**config.mk**
```make
export PLATFORM = sky130hd
export DESIGN_NAME = pass_request_gen
export DESIGN_NICKNAME = d
export VERILOG_FILES = /design/src/rtl/traffic_pkg.sv /design/src/rtl/btn_debounce.sv /design/src/rtl/pass_request_gen.sv
export SDC_FILE = /design/constraint.sdc
export NUM_CORES = 1
export LEC_CHECK = 0
export CAP_MARGIN = 10
export CELL_PAD_IN_SITES_DETAIL_PLACEMENT = 0
export CELL_PAD_IN_SITES_GLOBAL_PLACEMENT = 1
export CORE_MARGIN = 10
export CORE_UTILIZATION = 42
export CTS_CLUSTER_SIZE = 20
export DETAILED_ROUTE_END_ITERATION = 7
export MAX_ROUTING_LAYER = met4
export PLACE_DENSITY_LB_ADDON = 0.1
export SETUP_SLACK_MARGIN = 0.02
export SLEW_MARGIN = 20
export SYNTH_ARGS = -nofsm -noshare
export SYNTH_HDL_FRONTEND = slang
export SYNTH_HIERARCHICAL = 1
export SYNTH_SLANG_ARGS = --single-unit
```
**constraint.sdc**
```tcl
create_clock -name clk -period 1.8 [get_ports clk]
set_clock_uncertainty 0.15 [all_clocks]
set_input_delay 0.36 -clock clk [delete_from_list [all_inputs] [get_ports clk]]
set_output_delay 0.36 -clock clk [all_outputs]
set_load 0.05 [all_outputs]
```
**src/rtl/traffic_pkg.sv**
```systemverilog
// Shared types and default timing constants for the traffic light front end.
package traffic_pkg;

  typedef enum logic [1:0] {
    IDLE     = 2'd0,
    PULSE    = 2'd1,
    LOCKOUT  = 2'd2,
    WAIT_REL = 2'd3
  } state_t;

  localparam int DEF_DEBOUNCE_CYCLES = 16;
  localparam int DEF_LOCKOUT_CYCLES  = 2048;

endpackage

```
**src/rtl/btn_debounce.sv**
```systemverilog
// Two-flop synchronizer followed by a stability counter.
// The output only changes after DEBOUNCE_CYCLES consecutive cycles of
// disagreement, so shorter glitches never reach it.
module btn_debounce
  import traffic_pkg::*;
#(
  parameter int DEBOUNCE_CYCLES = DEF_DEBOUNCE_CYCLES
) (
  input  logic clk,
  input  logic rst,
  input  logic din,
  output logic dout
);

  localparam logic [7:0] CNT_LAST = 8'(DEBOUNCE_CYCLES - 1);

  logic       sync_a;
  logic       sync_b;
  logic [7:0] cnt;

  // Bring the asynchronous input into the clk domain.
  always_ff @(posedge clk or negedge rst) begin
    if (!rst) begin
      sync_a <= 1'b0;
      sync_b <= 1'b0;
    end else begin
      sync_a <= din;
      sync_b <= sync_a;
    end
  end

  // Count cycles of disagreement; toggle the output when the run is long enough.
  always_ff @(posedge clk or negedge rst) begin
    if (!rst) begin
      cnt  <= 8'd0;
      dout <= 1'b0;
    end else if (sync_b != dout) begin
      if (cnt == CNT_LAST) begin
        cnt  <= 8'd0;
        dout <= ~dout;
      end else begin
        cnt <= cnt + 8'd1;
      end
    end else begin
      cnt <= 8'd0;
    end
  end

endmodule

```
**src/rtl/pass_request_gen.sv**
```systemverilog
// Turns a bouncy push-button into a single-cycle pass request with a
// lockout window, a busy flag and a saturating accepted-press counter.
module pass_request_gen
  import traffic_pkg::*;
#(
  parameter int DEBOUNCE_CYCLES = DEF_DEBOUNCE_CYCLES,
  parameter int LOCKOUT_CYCLES  = DEF_LOCKOUT_CYCLES,
  parameter int CNT_W           = 8
) (
  input  logic             clk,
  input  logic             rst,
  input  logic             btn_raw,
  input  logic             enable,
  output logic             pass,
  output logic             busy,
  output logic [CNT_W-1:0] req_count
);

  localparam logic [15:0] LOCK_LOAD = 16'(LOCKOUT_CYCLES - 1);

  logic        btn_db;
  logic        btn_db_q;
  logic        rise;
  logic [15:0] lock_cnt;
  state_t      state;

  btn_debounce #(
    .DEBOUNCE_CYCLES(DEBOUNCE_CYCLES)
  ) u_debounce (
    .clk (clk),
    .rst (rst),
    .din (btn_raw),
    .dout(btn_db)
  );

  // Delayed copy of the debounced level for rising-edge detection.
  always_ff @(posedge clk or negedge rst) begin
    if (!rst) begin
      btn_db_q <= 1'b0;
    end else begin
      btn_db_q <= btn_db;
    end
  end

  assign rise = btn_db & ~btn_db_q;

  // Request FSM; pass and busy are registered alongside the state.
  always_ff @(posedge clk or negedge rst) begin
    if (!rst) begin
      state     <= IDLE;
      pass      <= 1'b0;
      busy      <= 1'b0;
      lock_cnt  <= 16'd0;
      req_count <= '0;
    end else begin
      case (state)
        IDLE: begin
          if (rise && enable) begin
            state <= PULSE;
            pass  <= 1'b1;
            busy  <= 1'b1;
          end
        end
        PULSE: begin
          pass     <= 1'b0;
          lock_cnt <= LOCK_LOAD;
          if (req_count != '1) begin
            req_count <= req_count + 1'b1;
          end
          state <= LOCKOUT;
        end
        LOCKOUT: begin
          if (lock_cnt == 16'd0) begin
            state <= WAIT_REL;
          end else begin
            lock_cnt <= lock_cnt - 16'd1;
          end
        end
        WAIT_REL: begin
          // A button held through lockout must be released before re-arming.
          if (!btn_db) begin
            state <= IDLE;
            busy  <= 1'b0;
          end
        end
        default: begin
          state <= IDLE;
          pass  <= 1'b0;
          busy  <= 1'b0;
        end
      endcase
    end
  end

endmodule

```
==> results of run 1 <==
power groups by stage:
stage / clock [mW] / combinational [mW] / sequential (mW)
3_3_place_gp: 0 / 1.34 / 1.22
2_1_floorplan: 0 / 0.560 / 1.41
4_1_cts: 0.829 / 1.40 / 1.22
6_report: 0.803 / 1.58 / 1.22
3_5_place_dp: 0 / 1.39 / 1.23
5_1_grt: 0.865 / 1.70 / 1.25
layout make-up:
type                    count  area, um2  share of cell area (%)
multi-input cells         143       1220                    40.5
clock buffers               7       96.3                    3.20
repair buffers             52        536                    17.8
inverters                  11       41.3                    1.37
flip-flops and latches     40       1010                    33.4
clock inverters             1       30.0                   0.996
well taps                  67       83.8                    2.78
path summary, 6_finish.rpt:
path | slack [ns] | from | to | depth (start not counted)
worst min register to register | 0.21 | u_debounce/sync_a$_DFF_PN0_ | u_debounce/sync_b$_DFF_PN0_ | 0
worst min-delay path | 0.21 | u_debounce/sync_a$_DFF_PN0_ | u_debounce/sync_b$_DFF_PN0_ | 0
worst max register to register | -0.09 | lock_cnt[12]$_DFFE_PN0P_ | lock_cnt[15]$_DFFE_PN0P_ | 4
max in group asynchronous | 0.60 | rst | req_count[0]$_DFFE_PN0P_ | 3
min in group asynchronous | 0.41 | rst | lock_cnt[13]$_DFFE_PN0P_ | 2
worst max-delay path | -0.09 | lock_cnt[12]$_DFFE_PN0P_ | lock_cnt[15]$_DFFE_PN0P_ | 4
kinds of logic after synthesis:
kind of cell             share of synthesized area (%)
adder cells (fa/ha/maj)                           4.79
multiplexers                                      2.57
flip-flops                                        47.9
XOR/XNOR                                          4.19
AO/OA/AOI/OAI                                     15.9
buffers and inverters                             2.45
AND/OR/NAND/NOR                                   22.3
cells in the final DEF (no fill, tap or decap), types with 3 or more instances in the layout:
cell,Yosys,final
ha_1,8,5
nor3_2,2,3
o21ai_0,8,7
nor2_1,18,16
o21ai_2,1,3
inv_2,0,5
a31oi_1,4,3
dfrtp_2,0,5
buf_6,0,4
buf_12,0,10
a21oi_1,11,9
or3_1,5,4
buf_4,0,34
ha_4,0,3
and3_1,4,3
nand4_1,4,4
xor2_1,6,6
xnor2_1,4,4
dfrtp_1,40,35
a311oi_1,3,3
nand2_1,10,8
nand3_1,7,7
inv_1,11,6
clkbuf_8,0,7
through the flow:
stage                     power (mW)  setup slack, ns  TNS [ns]  instance area, um2
after floorplan                 1.97          -0.0131   -0.0185                2150
after CTS                       3.45          -0.0901    -0.118                2790
after detailed placement        2.62          -0.0846    -0.193                2620
after global routing            3.82           -0.155    -0.910                3020
final                           3.61          -0.0905    -0.271                3020
after global placement          2.56          -0.0621   -0.0931                2620
cells in the mapped netlist (2+ instances only):
| master | count | area share, % |
|---|---|---|
| nor3_1 | 4 | 0.96 |
| ha_1 | 8 | 4.8 |
| nand2_1 | 10 | 1.8 |
| xor2_1 | 6 | 2.5 |
| xnor2_1 | 4 | 1.7 |
| nor4b_4 | 2 | 2.3 |
| inv_1 | 11 | 2.0 |
| nand3_1 | 7 | 1.7 |
| o21ai_0 | 8 | 1.9 |
| o311ai_0 | 2 | 0.84 |
| a22o_1 | 2 | 0.84 |
| o21ai_1 | 2 | 0.48 |
| or3_1 | 5 | 1.5 |
| a211oi_1 | 2 | 0.72 |
| or4_4 | 2 | 1.1 |
| a31oi_1 | 4 | 1.2 |
| nor2_1 | 18 | 3.2 |
| dfrtp_1 | 40 | 48 |
| buf_2 | 2 | 0.48 |
| a21oi_1 | 11 | 2.6 |
| nor3_2 | 2 | 0.96 |
| mux2_1 | 2 | 1.1 |
| and2_1 | 2 | 0.60 |
| a311oi_1 | 3 | 1.3 |
| nand4_1 | 4 | 1.2 |
| a31o_2 | 2 | 0.84 |
| mux2i_1 | 2 | 0.96 |
| and3_1 | 4 | 1.2 |
layer usage:
metal / global-route usage, % / up-vias / wire [um]
li1: - / 836 / -
met1: 15.4 / 892 / 2260
met2: 20.0 / 29 / 2630
met3: 3.66 / 8 / 164
met4: 4.24 / 0 / 76
met5: - / - / 0
flip-flops by register name (all words and copies together) (netlist names):
name	count
req_count	8
pass	1
u_debounce/dout	1
lock_cnt	16
u_debounce/sync_b	1
busy	1
btn_db_q	1
u_debounce/sync_a	1
u_debounce/cnt	8
state	2
repair_timing:
action,4_1_cts,5_1_grt
hold endpoints to repair,17,0
endpoints found under the setup margin,9,18
hold buffers,1,0
pin swaps,2,12
setup buffers,3,11
gates resized for setup,4,31
critical path, stage by stage (launching register included):
cell and delay, ns:
dfrtp_1 0.43, or4_4 0.55, or3_4 0.34, nor3_2 0.14, mux2i_1 0.20
==> run summary, run 1 <==
Mapped Area - 2090 um2
CP Launch Type - flop
Vias - 1765
max capacitance violation total - 0
P_int - 2.29 mW
nets - 265
max-slew violations - 0
RSZ-0062 raised after global routing - yes
Post-synth EDFFs - 0
die area - 8200 um2
Wirelength per Cell - 16.0 um
switching part of the total power - 36.5%
area growth from synthesis to layout - 44.2%
slew margin rel. - 69.1%
share of layout cells above drive strength 1 - 42.5%
Worst Setup Path Type - reg -> reg
Clock Power Share - 22.3%
status - complete, but fails checks
TritonCTS Buffers - 5
final core utilization - 63.0%
Worst-Margin Slew - 0.464 ns
Cells after Synth - 196
io pins - 14
vias in the first global route - 1809
post-route setup slack - -0.0905 ns
H-tree depth - 2
Initial Util - 43.7%
Seq/Total Area, Yosys - 47.9%
Die Height - 90.6 um
Syn Nets - 208
DRT Pass-1 Iters - 4
Die Wd - 90.6 um
TritonCTS Sinks - 40
first-pass GRT wire length - 8.56 mm
setup violators final - 5
ANT cells - 0
Vias per Instance - 5.50
peak supply drop - 1140 uV
Synth Flop Type - dfrtp_1
clock latency at the later pin of the worst-skew pair - 0.29 ns
area of the core - 4790 um2
synth warn - 6
FFs w/ async S/R, synth - 100%
Tmin final - 1.89 ns
worst path required time - 1.86 ns
Buffers on Ports - 13
Non-Filler Instances - 321
DP Cell Count - 298
endpoints failing hold - 0
Fmax - 0.529 GHz
Synth Register Bits - 40
Psw - 1.31 mW
Comb power frac - 43.9%
final wirelength - 5.13 mm
Fill cells - 394
maximum root-to-sink buffer count - 2
sequential share of power - 33.9%
CTS tree - built
Worst EP arrival - 1.95 ns
pin count of the biggest net entering global routing - 24
antenna viol nets, final - 0
global route total overflow - 0
initial antenna violation count - 0
PD cells - 1200 nW/um2
Leakage - 1.31 nW
Tot GR Track Use - 12.8%
critical path fanouts, max - 4
fin crit share - 105%
Root Buffer - clkbuf_8
Worst setup EP type - flop
Hold Crit Class - reg -> reg
failing checks - setup timing
Clock transition at path regs - 0.08 ns
Std-Cell Rows - 25
Mapped Avg Cell Area - 10.7 um2
Netlist cell types - 53
post-detail-place hpwl - 3.60 mm
First DRT Iteration DRCs - 119
RePlAce Congestion - 0.810
residual DRC count - 0
final hold slack - 0.214 ns
(Power assumes the default switching activity.)
==> inputs of run 2 (changes only) <==
Settings changed: CORE_UTILIZATION 42 to 50.
Clock period 1.8 ns to 2.27 ns, I/O delays scaled along.
==> run summary, run 2 (synthesized netlist as in run 1, its figures left out) <==
status - finished, final reports clean
CTS tree - built
largest register by flop count - lock_cnt
Tmin final - 2.15 ns
Post-CTS Setup Repair Bufs - 0
Clock Power Share - 21.3%
H-tree depth - 2
Vias - 1590
Post-CTS Hold Fix Bufs - 0
Worst EP arrival - 1.55 ns
maximum root-to-sink buffer count - 2
fin crit share - 94.8%
Die Height - 84.7 um
P_int - 1.40 mW
Root Buffer - clkbuf_8
CTS resizes - 0
critical path fanouts, max - 5
Initial Util - 51.9%
share of layout cells above drive strength 1 - 14.1%
Non-Filler Instances - 270
RSZ-0062 raised after global routing - no
CP Launch Type - flop
post-detail-place hpwl - 3.10 mm
CP Cell Sequence - clkdlybuf4s50_1
nets - 231
residual DRC count - 0
Fmax - 0.465 GHz
slew margin rel. - 65.0%
first-pass GRT wire length - 7.56 mm
area of the multi-input gates - 1040 um2
max capacitance violation total - 0
antenna viol nets, final - 0
CP max-delay cell - clkdlybuf4s50_1
Wirelength per Cell - 15.9 um
io pins - 14
switching part of the total power - 38.3%
area of the core - 4030 um2
Tot GR Track Use - 12.7%
register area - 1000 um2
area growth from synthesis to layout - 14.6%
Worst-Margin Slew - 0.520 ns
Vias per Instance - 5.89
sequential share of power - 40.8%
Leakage - 1.03 nW
max-slew violations - 0
Std-Cell Rows - 23
initial antenna violation count - 0
Die Wd - 84.7 um
peak supply drop - 809 uV
worst path required time - 1.67 ns
setup violators final - 0
Top Registers - lock_cnt x16, req_count x8, u_debounce/cnt x8
Worst Setup Path Type - reg -> out
Fill cells - 345
Hold Crit Class - in -> async
DP Cell Count - 262
TritonCTS Sinks - 40
vias in the first global route - 1600
final wirelength - 4.29 mm
endpoints failing hold - 0
clock latency at the later pin of the worst-skew pair - 0.29 ns
ANT cells - 0
Comb power frac - 37.9%
commonest cells after routing, fill and taps aside - 40 x dfrtp_1, 18 x nor2_1, 12 x clkdlybuf4s50_1
setup TNS - 0 ns
PD cells - 949 nW/um2
First DRT Iteration DRCs - 127
DRT Pass-1 Iters - 4
max reg flops - 16
Clock transition at path regs - 0.07 ns
CP bufs+invs - 1
delay-heaviest family, CP - buffers and inverters
RePlAce Congestion - 0.838
pin count of the biggest net entering global routing - 41
die area - 7170 um2
global route total overflow - 0
Worst setup EP type - primary output
TritonCTS Buffers - 5
Psw - 0.871 mW
Crit path largest cell delay - 0.84 ns
most common cell after layout, fill and taps aside - dfrtp_1
Buffers on Ports - 13
run 2: cell count changes in the layout (fill, tap and decap cells not counted), sizes merged:
cell	previous run	this run
clkdlybuf4s50	2	12
clkbuf	7	8
bufinv	1	0
dlygate4sd3	1	0
buf	49	6
run 2: final cells by class:
type	instances	share of cell area [%]
multi-input combinational	143	43.3
sequential	40	41.8
timing repair buffer	18	6.79
clock buffer	8	3.76
tap	50	2.61
inverter	11	1.72
run 2: path summary, 6_finish.rpt:
kind | slack (ns) | startpoint | to | depth (start not counted)
worst max-delay path | 0.12 | req_count[5]$_DFFE_PN0P_ | req_count[5] | 1
worst min-delay path | 0.05 | rst | lock_cnt[0]$_DFFE_PN0P_ | 2
worst max register to register | 0.25 | state[0]$_DFFE_PN0P_ | lock_cnt[13]$_DFFE_PN0P_ | 6
worst min register to register | 0.21 | u_debounce/sync_a$_DFF_PN0_ | u_debounce/sync_b$_DFF_PN0_ | 0
max in group asynchronous | 1.56 | rst | u_debounce/dout$_DFFE_PN0P_ | 2
min in group clk | 0.21 | u_debounce/sync_a$_DFF_PN0_ | u_debounce/sync_b$_DFF_PN0_ | 0
run 2: metal layers:
layer  up-vias  share of wire, %  track usage (%)
li1        774                 -                -
met1       765                46             14.8
met2        43                48             20.5
met3         8               4.4             3.48
met4         0               1.6             4.49
met5         -                 0                -
run 2: through the flow:
stage / hold WS [ns] / utilization (%) / cell area (um2) / total power, mW / setup WS, ns
floorplan: 0.00841 / - / 2090 / 1.50 / 0.276
global placement: 0.194 / 57.2 / 2310 / 1.77 / 0.293
detailed placement: 0.188 / 57.2 / 2310 / 1.81 / 0.215
CTS: 0.0831 / 59.5 / 2400 / 2.30 / 0.0998
global route: 0.107 / 59.5 / 2400 / 2.43 / 0.0645
finish: 0.0537 / 59.5 / 2400 / 2.27 / 0.118
run 2: power by group through the flow:
stage | clock network (mW) | registers [mW] | logic [mW]
CTS | 0.500 | 0.927 | 0.873
finish | 0.485 | 0.927 | 0.862
detailed placement | 0 | 0.941 | 0.868
global placement | 0 | 0.929 | 0.843
global route | 0.531 | 0.945 | 0.950
floorplan | 0 | 1.10 | 0.400
==> inputs of run 3 (changes only) <==
--- a/config.mk
+++ b/config.mk
@@ -6,5 +6,5 @@
 export NUM_CORES = 1
 export LEC_CHECK = 0
-export CAP_MARGIN = 10
+export CAP_MARGIN = 25
 export CELL_PAD_IN_SITES_DETAIL_PLACEMENT = 0
 export CELL_PAD_IN_SITES_GLOBAL_PLACEMENT = 1
--- a/constraint.sdc
+++ b/constraint.sdc
@@ -3,3 +3,3 @@
 set_input_delay 0.454 -clock clk [delete_from_list [all_inputs] [get_ports clk]]
 set_output_delay 0.454 -clock clk [all_outputs]
-set_load 0.05 [all_outputs]
+set_load 0.005 [all_outputs]
==> results of run 3 <==
Same layout as run 2 (identical final DEF). Status: finished, final reports clean.
Among the figures that moved: setup slack after layout 0.118 ns -> 0.254 ns; start point of the critical path req_count[5]$_DFFE_PN0P_ -> state[0]$_DFFE_PN0P_; end point of the critical path req_count[5] -> lock_cnt[13]$_DFFE_PN0P_; total power 2.27 mW -> 2.09 mW; worst IR drop on VDD 809 uV -> 660 uV
